**src/rtl/dram_write_packer.sv**
```systemverilog
// rtl/dram_write_packer.sv - packs 16-bit pixels into 128-bit words behind a small output queue
module dram_write_packer #(
  parameter int unsigned FRAME_PIXELS = 921600,
  parameter int unsigned OUT_DEPTH    = 4
) (
  input  logic         clk,
  input  logic         rst_n,
  input  logic         draw_write_valid,
  input  logic [15:0]  dram_write_data,
  input  logic         dram_write_last,
  output logic         word_valid,
  input  logic         word_ready,
  output logic [127:0] word_data,
  output logic         word_last,
  output logic         frame_done,
  output logic         overflow,
  output logic         frame_error,
  input  logic         clear_flags
);

  localparam int unsigned PW = (OUT_DEPTH > 1) ? $clog2(OUT_DEPTH) : 1;
  localparam logic [20:0] FRAME_LEN = 21'(FRAME_PIXELS);
  localparam logic [PW:0] DEPTH_CNT = (PW + 1)'(OUT_DEPTH);

  logic [127:0] acc_q, acc_d, merged;
  logic [2:0]   idx_q, idx_d;
  logic [19:0]  cnt_q, cnt_d;
  logic [20:0]  cnt_inc;
  logic         done_q, done_d;
  logic         ovf_q, ovf_d;
  logic         ferr_q, ferr_d;
  logic [PW-1:0] wr_q, wr_d, rd_q, rd_d;
  logic [PW:0]  occ_q, occ_d;
  logic [128:0] mem_q [OUT_DEPTH];

  logic commit, pop, full, push, drop, len_bad;

  // The incoming pixel is merged combinationally so a committed word includes it.
  always_comb begin
    merged = acc_q;
    merged[{idx_q, 4'b0000} +: 16] = dram_write_data;
  end

  assign commit  = draw_write_valid && (idx_q == 3'd7 || dram_write_last);
  assign pop     = (occ_q != '0) && word_ready;
  assign full    = (occ_q == DEPTH_CNT);
  assign push    = commit && (!full || pop);
  assign drop    = commit && !push;
  assign cnt_inc = {1'b0, cnt_q} + 21'd1;
  assign len_bad = (cnt_q == '1) || (cnt_inc != FRAME_LEN);

  always_comb begin
    acc_d = acc_q;
    idx_d = idx_q;
    cnt_d = cnt_q;
    if (draw_write_valid) begin
      if (commit) begin
        acc_d = '0;
        idx_d = '0;
      end else begin
        acc_d = merged;
        idx_d = idx_q + 3'd1;
      end
      if (dram_write_last)  cnt_d = '0;
      else if (cnt_q != '1) cnt_d = cnt_q + 20'd1;
    end
  end

  always_comb begin
    wr_d  = push ? wr_q + PW'(1) : wr_q;
    rd_d  = pop  ? rd_q + PW'(1) : rd_q;
    occ_d = occ_q;
    if (push && !pop)      occ_d = occ_q + 1'b1;
    else if (pop && !push) occ_d = occ_q - 1'b1;
  end

  // A set event wins over clear_flags in the same cycle.
  always_comb begin
    done_d = draw_write_valid && dram_write_last;
    ovf_d  = drop ? 1'b1 : (clear_flags ? 1'b0 : ovf_q);
    ferr_d = (draw_write_valid && dram_write_last && len_bad) ? 1'b1
           : (clear_flags ? 1'b0 : ferr_q);
  end

  always_ff @(posedge clk or negedge rst_n) begin
    if (!rst_n) begin
      acc_q  <= '0;
      idx_q  <= '0;
      cnt_q  <= '0;
      done_q <= 1'b0;
      ovf_q  <= 1'b0;
      ferr_q <= 1'b0;
      wr_q   <= '0;
      rd_q   <= '0;
      occ_q  <= '0;
    end else begin
      acc_q  <= acc_d;
      idx_q  <= idx_d;
      cnt_q  <= cnt_d;
      done_q <= done_d;
      ovf_q  <= ovf_d;
      ferr_q <= ferr_d;
      wr_q   <= wr_d;
      rd_q   <= rd_d;
      occ_q  <= occ_d;
    end
  end

  // Storage needs no reset: the head is masked whenever the queue is empty.
  always_ff @(posedge clk) begin
    if (push) mem_q[wr_q] <= {dram_write_last, merged};
  end

  assign word_valid  = (occ_q != '0);
  assign word_data   = word_valid ? mem_q[rd_q][127:0] : '0;
  assign word_last   = word_valid ? mem_q[rd_q][128]   : 1'b0;
  assign frame_done  = done_q;
  assign overflow    = ovf_q;
  assign frame_error = ferr_q;

endmodule

```
**config.mk**
```make
export PLATFORM = sky130hd
export DESIGN_NAME = dram_write_packer
export DESIGN_NICKNAME = d
export VERILOG_FILES = /design/src/rtl/dram_write_packer.sv
export SDC_FILE = /design/constraint.sdc
export NUM_CORES = 1
export LEC_CHECK = 0
export BUFFER_PORTS_ARGS = -buffer_cell sky130_fd_sc_hd__buf_2
export CAP_MARGIN = 10
export CORE_MARGIN = 2
export CORE_UTILIZATION = 30
export DETAILED_ROUTE_END_ITERATION = 8
export PLACE_DENSITY = 0.46
export SETUP_SLACK_MARGIN = 0.05
export SLEW_MARGIN = 20
export SYNTH_ARGS = -nofsm -noshare
export SYNTH_HDL_FRONTEND = slang
export SYNTH_SLANG_ARGS = --single-unit
```
**constraint.sdc**
```tcl
create_clock -name clk -period 11.4 [get_ports clk]
set_input_delay 2.28 -clock clk [delete_from_list [all_inputs] [get_ports clk]]
set_output_delay 2.28 -clock clk [all_outputs]
set_load 0.01 [all_outputs]
```
==> impl_metrics.py, run 1 <==
metrics = {
    "pwr": {
        "power_frac_comb": 0.272,
        "p_int_mw": 5.24,
        "p_sw_frac": 0.300,
        "max-vdd-ir-drop_mv": 0.170,
        "p_leak_nw": 11.8,
        "power_density_nw_per_um2": 226,
        "power_frac_clock": 0.325,
        "total_power_mw": 7.49,
        "p_switching_mw": 2.24,
        "seq_power_share": 0.403,
    },
    "clock_network": {
        "cts_inserted_buffers": 77,
        "cts.sinks": 677,
        "worstSkewPairLatency_ns": 0.63,
        "htreeDepth": 3,
        "cts.repair.resized": 0,
        "clk_pin_slew_worst_paths_ns": 0.06,
        "cts_root_buf": "clkbuf_16",
        "clockBufferDepth": 3,
        "cts_hold_buf": 0,
        "cts_tree": "done",
        "post_cts_buffers": 0,
    },
    "synth": {
        "synthFlopType": "edfxtp_1",
        "syn_inst": 1795,
        "syn_nets": 1830,
        "ys_ff_latch": 677,
        "synth_cell_types": 52,
        "syn_area_per_cell_um2": 15.8,
        "ys_warn_count": 0,
        "seq_area_frac_synth": 0.688,
        "synth_edf_count": 516,
        "synth_area_um2": 28400,
        "synthArstFlopShare": 0.238,
    },
    "sta": {
        "hold_viol": 0,
        "setup_ws_ns": 5.96,
        "setup-tns-final_ns": 0,
        "period_share": 0.477,
        "skew_ns": 0.0355,
        "worst_pin_slew_ns": 1.08,
        "fmax_ghz": 0.184,
        "rsz0062_at_grt": "false",
        "finalSetupViolCount": 0,
        "slew_viol_final": 0,
        "min_period_ns": 5.44,
        "slew_headroom": 0.278,
        "worst_hold_slack_ns": 0.488,
    },
    "finish": {
        "area_growth_pct": 16.5,
        "drive_above_1_share": 0.304,
        "layout.nets": 1970,
        "fillCellCount": 9098,
        "design_area_um2": 33100,
    },
    "drt": {
        "ant_nets": 0,
        "met1Wirelength_mm": 31.7,
        "vias_per_cell": 4.86,
        "drtPass1Iterations": 6,
        "wl_per_cell_um": 22.1,
        "drt_iter0_drc": 993,
        "dr_wl_met2_mm": 35.5,
        "drc": 0,
        "wl_met3_mm": 3.47,
        "wl_mm": 72.1,
        "top_layer": "met4",
        "vias": 15800,
    },
    "die": {
        "die_h_um": 312,
        "die_area_um2": 97100,
        "fp.coreArea_um2": 93600,
        "ios": 155,
        "start_util": 0.303,
        "die_w_um": 312,
        "num_rows": 112,
    },
    "setup_path": {
        "crit_arrival_ns": 3.16,
        "worstPathRequired_ns": 9.12,
        "crit_type": "flop to primary output",
        "path_max_fanout": 87,
        "start_kind": "flop",
        "critPathCaptureType": "primary output",
    },
    "place": {
        "post-place-ws_ns": 5.73,
        "gp_congestion": 0.736,
        "numPortBuffers": 154,
        "placed_area_um2": 30500,
        "post-dp-hpwl_mm": 41.3,
    },
    "run_status": {
        "status": "complete, no violations",
    },
    "global_route": {
        "grt_antenna_before_repair": 1,
        "grt_overflow": 0,
        "grt_pass1_vias": 16300,
        "grtUsageTotal": 0.149,
        "grt_pass1_wl_mm": 108,
        "grt_max_degree": 115,
    },
    "flow_run": {
        "cap_violations": 0,
    },
    "hold_path": {
        "holdCritPathClass": "flop to flop",
    },
}
[synthesized netlist by cell type (2+ instances only)]
cell type,number,area [um2]
o21ai_1,7,35.0
o41ai_1,3,26.3
xor2_1,5,43.8
nor4_1,5,31.3
o22ai_1,4,25.0
and4_1,2,17.5
xnor2_1,5,43.8
nand2_1,166,623
nor3_1,7,35.0
nor3b_1,2,15.0
inv_1,13,48.8
nand4_1,5,31.3
edfxtp_1,516,15500
nor2_1,26,97.6
buf_6,4,45.0
nor2b_1,133,832
clkbuf_1,92,345
nand2b_1,4,25.0
mux2_2,34,383
o31ai_1,11,82.6
o211ai_1,3,22.5
buf_1,6,22.5
nor3_4,2,32.5
o21ai_0,115,576
mux4_2,129,2910
buf_2,16,80.1
dfrtp_1,161,4030
nand3_1,19,95.1
and2_1,134,838
mux2i_1,2,20.0
a31o_2,128,1120
a21oi_1,5,25.0
ha_1,12,150
[cell families after synthesis]
logic type                 after synthesis  share of synthesized area
buffers and inverters                  132                     0.0192
xor gates and xnor gates                10                    0.00308
adders and majority gates               13                    0.00599
muxes                                  165                      0.117
and+or+nand+nor                        514                     0.0973
DFF                                    677                      0.688
AOI/OAI and AO/OA                      284                     0.0703
[flip-flops by register name (all words and copies together), names as in the netlist]
name,flops
cnt_q,20
frame_error,1
occ_q,3
rd_q,2
acc_q,128
wr_q,2
overflow,1
frame_done,1
mem_q,516
idx_q,3
[per-layer routing]
| metal | up-vias | track usage |
|---|---|---|
| met4 | 0 | 0.0434 |
| met2 | 333 | 0.249 |
| li1 | 7139 | - |
| met1 | 8263 | 0.198 |
| met3 | 86 | 0.0264 |
| met5 | - | 0 |
[area by class of cell]
class                      instances  area [um2]  area share
sequential                       677       19500       0.591
multi-input combinational        986        8380       0.253
clock buffer                      98        2130      0.0644
tap                             1254        1570      0.0474
timing repair buffer             179        1030      0.0311
clock inverter                    44         374      0.0113
inverter                          14        52.6     0.00159
antenna                            3        7.51    0.000227
[layout by cell type (no fill, tap or decap), types with 21 or more instances in the layout]
cell	n
mux4_2	129
and2_1	130
buf_4	21
buf_2	152
dfrtp_1	159
mux2_2	34
nand2_1	165
clkbuf_16	81
nor2b_1	133
edfxtp_1	516
a31o_2	128
nor2_1	25
o21ai_0	115
[worst paths after layout]
check / end / slack [ns] / start / cells after the start
max reg2reg: mem_q[1][122]$_DFFE_PP_ / 7.69 / idx_q[1]$_DFFE_PN0P_ / 6
min reg2reg: occ_q[2]$_DFFE_PN0P_ / 0.49 / occ_q[2]$_DFFE_PN0P_ / 1
max in group asynchronous: acc_q[11]$_DFFE_PN0P_ / 8.24 / rst_n / 3
min in group asynchronous: acc_q[120]$_DFFE_PN0P_ / 1.59 / rst_n / 1
min: occ_q[2]$_DFFE_PN0P_ / 0.49 / occ_q[2]$_DFFE_PN0P_ / 1
max: word_data[67] / 5.96 / rd_q[0]$_DFFE_PN0P_ / 4
[per-stage QoR]
stage           util  instances
4_1_cts        0.353       3250
3_3_place_gp   0.326       3108
3_5_place_dp   0.326       3108
5_1_grt        0.353       3252
2_1_floorplan      -       1795
6_report       0.353       3255
[worst max-delay path, stage by stage, from the launching register on]
cell	delay [ns]
dfrtp_4	0.75
buf_12	0.66
mux4_2	0.70
and2_1	0.20
buf_2	0.14
[power groups by stage]
stage | Combinational (mW) | Sequential [mW] | Clock, mW
detailed placement | 2.08 | 3.10 | 0
CTS | 2.08 | 3.05 | 2.50
floorplan | 1.32 | 3.01 | 0
global route | 2.23 | 3.04 | 2.60
global placement | 2.07 | 3.09 | 0
finish | 2.04 | 3.01 | 2.43
Note: power is estimated with default switching activity, not from simulation.
==> run 2: changes to the inputs <==
- ABC_AREA: unset -> 1
- PLACE_DENSITY: 0.46 -> 0.48
- clock period: 11.4 -> 4.7 ns (I/O delays scaled with it)
==> run 2 against run 1 <==
Clock power grew 140%. Critical path depth grew 2. Critical path type unchanged. Worst setup slack lost 5.2 ns. Register-to-register slack lost 6.2 ns. Global-route usage grew 1.6 points. Final cell count grew 25%. Combinational power grew to 3.5 times the previous value. Largest power group unchanged.
==> impl_metrics.py, run 2 <==
metrics = {
    "run_status": {
        "status": "complete, no violations",
    },
    "finish": {
        "largest_register_ffs": 516,
        "layout.nets": 2799,
        "fin_util": 0.354,
        "area_growth_pct": 16.7,
        "multiInputGateArea_um2": 7490,
        "seqCellArea_um2": 19500,
        "fillCellCount": 9170,
        "design_area_um2": 33200,
        "reg_top3": "mem_q: 516 flops, acc_q: 128 flops, cnt_q: 20 flops",
        "regMostFlops": "mem_q",
        "layout_commonest_cell": "nor2_1",
        "drive_above_1_share": 0.123,
        "layout_common_cells": "nor2_1 (569), edfxtp_1 (516), o21ai_0 (443)",
    },
    "clock_network": {
        "post_cts_buffers": 0,
        "cts_tree": "done",
        "htreeDepth": 3,
        "cts_inserted_buffers": 76,
        "cts.repair.resized": 0,
        "worstSkewPairLatency_ns": 0.62,
        "clockBufferDepth": 3,
        "clk_pin_slew_worst_paths_ns": 0.06,
        "cts.sinks": 677,
        "cts_root_buf": "clkbuf_16",
        "cts_hold_buf": 0,
    },
    "sta": {
        "worst_pin_slew_ns": 1.05,
        "fmax_ghz": 0.256,
        "skew_ns": 0.0350,
        "slew_headroom": 0.293,
        "worst_hold_slack_ns": 0.287,
        "min_period_ns": 3.91,
        "slew_viol_final": 0,
        "rsz0062_at_grt": "false",
        "hold_viol": 0,
        "setup_ws_ns": 0.788,
        "period_share": 0.832,
        "finalSetupViolCount": 0,
    },
    "global_route": {
        "grt_use_met3": 0.0223,
        "grt.busiest_layer": "met2",
        "grt_max_degree": 159,
        "grtUsageTotal": 0.165,
        "grt_pass1_wl_mm": 122,
        "use_met1": 0.226,
        "use_met2": 0.273,
        "grt_overflow": 0,
        "grt_antenna_before_repair": 5,
        "grt_pass1_vias": 19200,
    },
    "drt": {
        "ant_nets": 0,
        "vias_per_cell": 4.78,
        "drc": 0,
        "wl_per_cell_um": 19.9,
        "wl_mm": 81.4,
        "drtPass1Iterations": 8,
        "drt_iter0_drc": 1416,
        "vias": 19500,
    },
    "synth": {
        "synthSimpleGateAreaFrac": 0.125,
        "synthArstFlopShare": 0.238,
        "synth_area_leaders": "edfxtp_1 (54%), dfrtp_1 (14%), o21ai_0 (7.8%), nor2_1 (7.6%), nand2_1 (3.3%)",
        "syn_inst": 2653,
        "syn_nets": 2688,
        "ys_ff_latch": 677,
        "ys_warn_count": 0,
        "synth_area_leader_cell": "edfxtp_1",
        "synth_cell_types": 33,
        "yosys-top-cells-count": "nor2_1 (574), edfxtp_1 (516), o21ai_0 (443)",
        "synth_area_um2": 28500,
        "synthFlopType": "edfxtp_1",
        "synth.most_common_cell": "nor2_1",
        "synth_top_area_share": 0.544,
        "synth_edf_count": 516,
        "synth-compound-area-share": 0.128,
        "synth_xor_area_frac": 0.00277,
        "seq_area_frac_synth": 0.686,
        "synthMuxAreaShare": 0.000396,
        "syn_area_per_cell_um2": 10.7,
        "synth_top_family_by_area": "compound AO/OA/AOI/OAI gates",
        "synthAdderAreaFrac": 0.00598,
    },
    "setup_path": {
        "worstPathRequired_ns": 3.76,
        "crit_type": "flop to primary output",
        "crit_arrival_ns": 2.97,
        "path_max_fanout": 65,
        "ff2ff_setup_slack_ns": 1.49,
        "start_kind": "flop",
        "rr_worst_depth": 8,
        "critPathCaptureType": "primary output",
    },
    "place": {
        "gp_congestion": 0.788,
        "post-dp-hpwl_mm": 47.3,
        "placed_area_um2": 30700,
        "numPortBuffers": 154,
        "post-place-ws_ns": 1.19,
    },
    "pwr": {
        "power_density_nw_per_um2": 632,
        "max-vdd-ir-drop_mv": 0.316,
        "p_leak_nw": 12.7,
    },
    "die": {
        "die_area_um2": 97400,
        "start_util": 0.304,
        "fp.coreArea_um2": 93700,
        "num_rows": 112,
        "ios": 155,
        "die_w_um": 312,
        "die_h_um": 312,
    },
    "hold_path": {
        "holdCritPathClass": "input port to async pin",
    },
    "flow_run": {
        "cap_violations": 0,
    },
}
==> run 2: cell types whose count changed in the layout (fill, tap and decap cells not counted), sizes merged, moves of 18 or more <==
cell / before / now
o22ai: 4 / 56
inv: 16 / 219
mux4: 129 / 0
and2: 134 / 0
nor2: 26 / 577
nor2b: 133 / 0
a22o: 0 / 33
o21ai: 123 / 451
a21oi: 5 / 130
a31o: 128 / 0
nand2: 167 / 257
nor3: 9 / 27
mux2: 34 / 1
==> run 2: cells by family (layout without fill, tap and decap cells) <==
logic type	count (synthesis)	count (layout)
xor+xnor	9	9
simple gates	905	905
compound gates	671	671
mux	1	1
other cells	0	2
fa+ha+maj	13	13
buf+inv	377	551
flops	677	677
==> run 2: path summary, 6_finish.rpt <==
kind | start | endpoint
max | rd_q[1]$_DFFE_PN0P_ | word_data[22]
min | rst_n | cnt_q[11]$_DFFE_PN0P_
max reg2reg | idx_q[0]$_DFFE_PN0P_ | mem_q[0][99]$_DFFE_PP_
min reg2reg | acc_q[6]$_DFFE_PN0P_ | acc_q[6]$_DFFE_PN0P_
max in group asynchronous | rst_n | rd_q[0]$_DFFE_PN0P_
min in group clk | acc_q[6]$_DFFE_PN0P_ | acc_q[6]$_DFFE_PN0P_
==> run 2: metrics by stage <==
stage,TNS (ns),cells,power [mW]
after floorplan,-423.84,2653,12.3
after global placement,0,3939,15.3
after detailed placement,0,3939,15.4
after CTS,0,4080,21.4
after global routing,0,4081,22.4
final,0,4083,21.0
==> run 2: worst max-delay path, stage by stage, from the launching register on <==
cell	delay, ns
dfrtp_4	0.64
inv_4	0.79
buf_12	0.37
nor2_1	0.08
o21ai_0	0.08
a21oi_1	0.13
buf_2	0.20
==> run 2: layout make-up <==
type,instances,share of cell area
antenna,2,0.000151
clock buffer,95,0.0616
clock inverter,46,0.0139
inverter,216,0.0247
multi-input combinational,1599,0.226
sequential,677,0.588
tap,1254,0.0472
timing repair buffer,194,0.0391
==> run 2: layer usage <==
layer  up-vias  share of wire  wire [um]
met4         0          0.023       1890
met2       472           0.47      38500
met3       115          0.045       3690
li1       9303              -          -
met5         -              0          0
met1      9645           0.46      37300
==> run 2: power breakdown <==
group          total [mW]  internal, mW  leakage (nW)  switching, mW
Clock                5.93          3.54          1.22           2.39
Combinational        7.22          2.14          4.48           5.09
Sequential           7.86          7.61          7.01          0.251
